## src/rtl/image_ram_writer.sv

```systemverilog
// Streams one frame of DEPTH pixel words from a valid/ready source into RAM write strobes.
// Optional running checksum of the accepted words: define IMAGE_RAM_WRITER_CHECKSUM_EN.
module image_ram_writer #(
  parameter int DEPTH  = 45501,
  parameter int ADDR_W = 18,
  parameter int DATA_W = 32
) (
  input  logic              clk,
  input  logic              rst,
  input  logic              start,
  input  logic              abort,
  input  logic              in_valid,
  input  logic [DATA_W-1:0] in_data,
  output logic              in_ready,
  output logic              wr_en,
  output logic [ADDR_W-1:0] wr_addr,
  output logic [DATA_W-1:0] wr_data,
  output logic              busy,
  output logic              done,
  output logic              aborted,
  output logic [DATA_W-1:0] checksum
);

  typedef enum logic [1:0] {
    IDLE = 2'd0,
    LOAD = 2'd1,
    DONE = 2'd2
  } state_t;

  localparam logic [ADDR_W-1:0] LAST_ADDR = ADDR_W'(DEPTH - 1);

  state_t            state_reg;
  state_t            state_next;
  logic [ADDR_W-1:0] count_reg;
  logic              accept;
  logic              last_beat;
  logic              frame_start;

  // Abort beats acceptance so an aborted beat never reaches the RAM.
  assign accept      = in_valid && in_ready && !abort;
  assign last_beat   = (count_reg == LAST_ADDR);
  assign frame_start = (state_reg == IDLE) && start;

  always_ff @(posedge clk) begin
    if (rst) begin
      state_reg <= IDLE;
    end else begin
      state_reg <= state_next;
    end
  end

  always_comb begin
    state_next = state_reg;
    case (state_reg)
      IDLE: begin
        if (start) begin
          state_next = LOAD;
        end
      end
      LOAD: begin
        if (abort) begin
          state_next = IDLE;
        end else if (accept && last_beat) begin
          state_next = DONE;
        end
      end
      DONE:    state_next = IDLE;
      default: state_next = IDLE;
    endcase
  end

  always_comb begin
    in_ready = (state_reg == LOAD);
    busy     = (state_reg == LOAD) || (state_reg == DONE);
    done     = (state_reg == DONE);
  end

  // Write port lags acceptance by one cycle, so done lines up with the final strobe.
  always_ff @(posedge clk) begin
    if (rst) begin
      count_reg <= '0;
      wr_en     <= 1'b0;
      wr_addr   <= '0;
      wr_data   <= '0;
      aborted   <= 1'b0;
    end else begin
      wr_en <= accept;
      if (accept) begin
        wr_addr <= count_reg;
        wr_data <= in_data;
      end
      if (frame_start) begin
        count_reg <= '0;
      end else if (accept && !last_beat) begin
        count_reg <= count_reg + ADDR_W'(1);
      end
      if (frame_start) begin
        aborted <= 1'b0;
      end else if ((state_reg == LOAD) && abort) begin
        aborted <= 1'b1;
      end
    end
  end

`ifdef IMAGE_RAM_WRITER_CHECKSUM_EN
  logic [DATA_W-1:0] sum_reg;

  always_ff @(posedge clk) begin
    if (rst) begin
      sum_reg <= '0;
    end else if (frame_start) begin
      sum_reg <= '0;
    end else if (accept) begin
      sum_reg <= sum_reg + in_data;
    end
  end

  assign checksum = sum_reg;
`else
  assign checksum = '0;
`endif

endmodule

```

## config.mk

```make
export PLATFORM = sky130hd
export DESIGN_NAME = image_ram_writer
export DESIGN_NICKNAME = d
export VERILOG_FILES = /design/src/rtl/image_ram_writer.sv
export SDC_FILE = /design/constraint.sdc
export NUM_CORES = 1
export LEC_CHECK = 0
export ABC_AREA = 1
export ABC_CLOCK_PERIOD_IN_PS = 1630
export CORE_MARGIN = 8
export CORE_UTILIZATION = 40
export CTS_BUF_LIST = sky130_fd_sc_hd__clkbuf_2
export CTS_CLUSTER_DIAMETER = 30
export DETAILED_ROUTE_END_ITERATION = 6
export PLACE_DENSITY = 0.77
export SLEW_MARGIN = 40
export SYNTH_ARGS = -nofsm -noshare
export SYNTH_HDL_FRONTEND = slang
export SYNTH_SLANG_ARGS = --single-unit
export TNS_END_PERCENT = 20
```

## constraint.sdc

```tcl
create_clock -name clk -period 1.63 [get_ports clk]
set_clock_uncertainty 0.15 [all_clocks]
set_input_delay 0.489 -clock clk [delete_from_list [all_inputs] [get_ports clk]]
set_output_delay 0.489 -clock clk [all_outputs]
set_load 0.005 [all_outputs]
```

# Word level (Yosys, flattened, before mapping)
# Cells that the tools add are included.
[classes]
shifts = 0
reduce_logical = 12
bitwise_logic = 0
magnitude_cmp = 0
muxes = 4
eq_ne = 5
n_mul = 0
addsub = 1
n_div = 0
[op_table]
columns = ["op", "n"]
rows = [
  ["adder 18 x 1 -> 18 bit, second input constant", 1],
  ["equality test 18 x 16 -> 1 bit, second input constant", 1],
  ["logical AND 1 bit", 6],
  ["2-to-1 mux 2 bit", 3],
  ["case mux 2 bit (2 select lines)", 1],
  ["inequality test 3 x 2 -> 1 bit, second input constant", 1],
  ["equality test 2 x 1 -> 1 bit, second input constant", 1],
  ["equality test 2 bit, second input constant", 1],
  ["zero test 1 bit", 2],
  ["zero test 2 bit", 1],
  ["inequality test 2 bit, second input constant", 1],
  ["AND reduction 2 bit", 1],
  ["OR reduction 2 bit", 1],
  ["logical OR 1 bit", 1],
]
[word_totals]
mem_bits_ro = 0
inputBits = 37
regBits = 72
n_memories = 0
out_inout_bits = 87
elab_cells = 28
latchBits = 0
ram_bits = 0

# Longest topological paths before layout
[logic_depth]
word_depth = 7
ltp_mapped = 11
mapped_depth_nobuf = 11

# Worst setup path before layout
# Ideal clock, no wire load.
[synth_timing]
kind = "register to register"
from = "register state_reg[1]"
to = "register wr_addr[11]"
path_stages_with_launch = 10
t_required_ps = 1364
t_arrival_ps = 1358
path_buffers = 2
path_slack_ps = 6
period_less_slack_ps = 1624
setup_time_ps = 116
path_cell_list = "dfxtp_1 > inv_1 > ha_1 > nand2_1 > nor2_2 > buf_2 > inv_2 > buf_2 > nor2_1 > nor2_1"
[synth_between]
elab_chain_len = 3
[synth_rtl]
columns = ["item", "line_no", "source"]
rows = [
  ["start: declaration", "32", "state_t state_reg;"],
  ["start signal: assignment", "48", "state_reg <= state_next;"],
  ["equality test 2 x 1 -> 1 bit", "73", "in_ready = (state_reg == LOAD);"],
  ["named net in_ready", "14", "output logic in_ready,"],
  ["logical AND 1 bit (2 in series)", "40", "assign accept = in_valid && in_ready && !abort;"],
  ["end signal: assignment", "89", "wr_addr <= count_reg;"],
  ["end: declaration", "16", "output logic [ADDR_W-1:0] wr_addr,"],
]
# The timed path passes the listed nets, and every way through them passes these cells.
# A chain may end at the register's enable or synchronous reset.

# Worst setup path after layout
[layout_timing]
from = "register state_reg[0]"
to = "output in_ready"
[layout_between]
elab_chain_len = 1
[layout_rtl]
columns = ["item", "line_no"]
rows = [
  ["equality test 2 x 1 -> 1 bit", "73"],
  ["end: declaration", "14"],
]
# No other way between the ends.

==> reports/results.ini <==
[critical_path]
worstReg2RegEnd=wr_data[1]$_SDFFE_PP0P_
crit_type=reg -> out
required_ns=0.99
crit_path_max_incr_delay_ns=0.37
crit_arrival_ns=1.29
startpoint=state_reg[0]$_SDFFE_PP0P_
cp-start-kind=register
cp_max_fo=3
crit_path_end_kind=output pin
reg2reg_depth=9
r2r_start=state_reg[0]$_SDFFE_PP0P_
r2r_slack_ns=-0.15
crit_slowest_cell=dfxtp_2
path_cells=buf_4, ha_4, buf_2

[clocking]
cts_htree_levels=3
cts_buffers=9
cts.path.max_buffers=2
clk_pin_slew_worst_paths_ns=0.21
clock_sinks=72
holdBufCountCts=0
cts_root_buf=clkbuf_2
cts_tree=built
insertion_delay_ns=0.50

[timing]
setup_slack_ns=-0.299
fin_setup_tns_ns=-4.91
finalMaxSlewViolations=0
fin_crit_sh_pct=118
min_period_ns=1.93
fmaxAchievable_mhz=518
setup_viol=69
hold_violations=0
rsz0062_at_grt=true

[cells_and_area]
antenna_cells=0
layout-drive-gt1-share_pct=42.0
final_cells=677
largest_reg_flops=32
fillers=690
finalInstanceArea_mm2=0.00498
area_growth_pct=51.8
fin_nets=609
final_util_pct=61.6

[grt]
grt_pass1_wl_mm=14.6
antenna_found_initial=0
grt_pass1_vias=3120
grt_max_degree=65
grt_usage_pct=15.5
overflow=0

[placement]
io_buffers=91
dp_cells=647
dp_slack_ns=-0.425
gp_congestion=0.865
dp_hpwl_mm=6.52
dpl_cell_area_mm2=0.00438

[logic_synthesis]
avgSynthCellArea_um2=7.46
async_reset_ff_share_pct=0
synth_cell_types=32
syn_inst=440
ys_ff_latch=72
synth_ff_type=dfxtp_1
ys_warn_count=0
synth-edff-count=0
synth-seq-area-share_pct=43.9
synth_area_mm2=0.00328

[drt]
wl_mm=10.0
routed_via_density=4.79
drt_iter0_markers=204
post-route-drc-count=0
drtAntennaViolNets=0
firstDrtPassIters=4
vias=3241
routedWlPerCell_um=14.8

[worst_hold_path]
min_path_type=reg -> reg
worstHoldStart=count_reg[5]$_SDFFE_PP0P_
holdPathEnd=count_reg[5]$_SDFFE_PP0P_
holdPathStages=2

[outcome]
status=finished with violations
violations=setup timing

[floorplan]
io_pins=124
initial_core_util_pct=40.6
core-area_mm2=0.00809
rows=33
die_h_um=107
die_w_um=107
dieArea_mm2=0.0114

[job]
maxCapViolations=0

[pwr]
power_density_mw_per_mm2=748
ir_worst_vdd_uv=425
p_leak_nw=2.12

[power breakdown]
part | internal, mW | total, mW | switching (mW)
combinational | 0.308 | 0.557 | 0.248
sequential | 1.83 | 1.87 | 0.0378
clock | 0.662 | 1.30 | 0.640
[critical path: cells and delay by family, from the launching register on]
family | cells | cell delay (ns)
adders and majority gates | 1 | 0.16
buffers and inverters | 2 | 0.26
DFF | 1 | 0.37
[metal layers]
layer	wire length, µm	global-route usage [%]
met2	4900	25.8
met5	0	0
met4	171	4.82
met3	1020	6.24
met1	3950	17.8
[synthesized netlist by cell type, types with 2 or more instances]
library cell,n,share of area (%)
nor2_4,2,0.69
buf_2,10,1.5
nand2_2,2,0.38
o21ai_0,53,8.1
a21oi_1,23,3.5
inv_1,29,3.3
nand2_1,60,6.9
nand3_1,9,1.4
a21oi_2,5,1.3
nor2_2,6,1.1
nor3_2,2,0.61
nand4_1,3,0.57
a211oi_1,2,0.46
inv_2,2,0.23
buf_4,32,7.3
xor2_1,4,1.1
nand3_2,3,0.91
clkbuf_1,6,0.69
nor2_1,97,11
nor3_1,3,0.46
ha_1,5,1.9
dfxtp_1,72,44
[worst max-delay path by stage]
| stage | endpoint | cells after the start |
|---|---|---|
| final | in_ready | 3 |
| after global routing | done | 4 |
| after CTS | busy | 3 |
| after detailed placement | count_reg[6]$_SDFFE_PP0P_ | 9 |
| after global placement | count_reg[2]$_SDFFE_PP0P_ | 9 |
| after floorplan | wr_addr[11]$_SDFFE_PP0P_ | 9 |
[through the flow]
| stage | power [mW] | hold slack (ns) |
|---|---|---|
| after floorplan | 2.11 | 0.300 |
| after global placement | 2.35 | 0.316 |
| after detailed placement | 2.36 | 0.327 |
| after CTS | 3.67 | 0.348 |
| after global routing | 3.89 | 0.357 |
| final | 3.73 | 0.349 |
[what timing repair did]
| action | 4_1_cts | 5_1_grt |
|---|---|---|
| buffers inserted | 0 | 8 |
| endpoints found under the hold margin | 0 | 0 |
| pin swaps | 2 | 8 |
| gates resized for setup | 324 | 65 |
| cloned | 0 | 6 |
| setup endpoints to repair | 123 | 125 |
[cells by family after synthesis]
logic type	synth area share, %
compound gates	14.0
buf+inv	14.1
flops	43.9
other cells	0.114
xor+xnor	1.33
fa+ha+maj	1.91
simple gates	24.7
[layout by cell type, fill, tap and decap left out, types with 10 or more instances in the layout]
| cell type | count |
|---|---|
| a21oi_1 | 18 |
| nor2_2 | 19 |
| dfxtp_2 | 64 |
| nand2_1 | 57 |
| conb_1 | 32 |
| clkbuf_2 | 10 |
| o21ai_0 | 42 |
| inv_1 | 26 |
| clkdlybuf4s50_1 | 36 |
| a21oi_2 | 10 |
| buf_4 | 27 |
| nor2_1 | 80 |
| o21ai_1 | 11 |
| buf_2 | 15 |
| buf_6 | 46 |
[area by class of cell]
class	count	area, µm²	area share [%]
Clock buffer	10	50.0	1.00
Timing Repair inverter	1	6.26	0.126
Timing Repair Buffer	134	1380	27.6
Multi-Input combinational cell	317	1660	33.3
Sequential cell	72	1520	30.5
Inverter	32	130	2.61
Clock inverter	6	108	2.16
Tap cell	105	131	2.64
No activity file was read; power rests on OpenSTA's default activity.
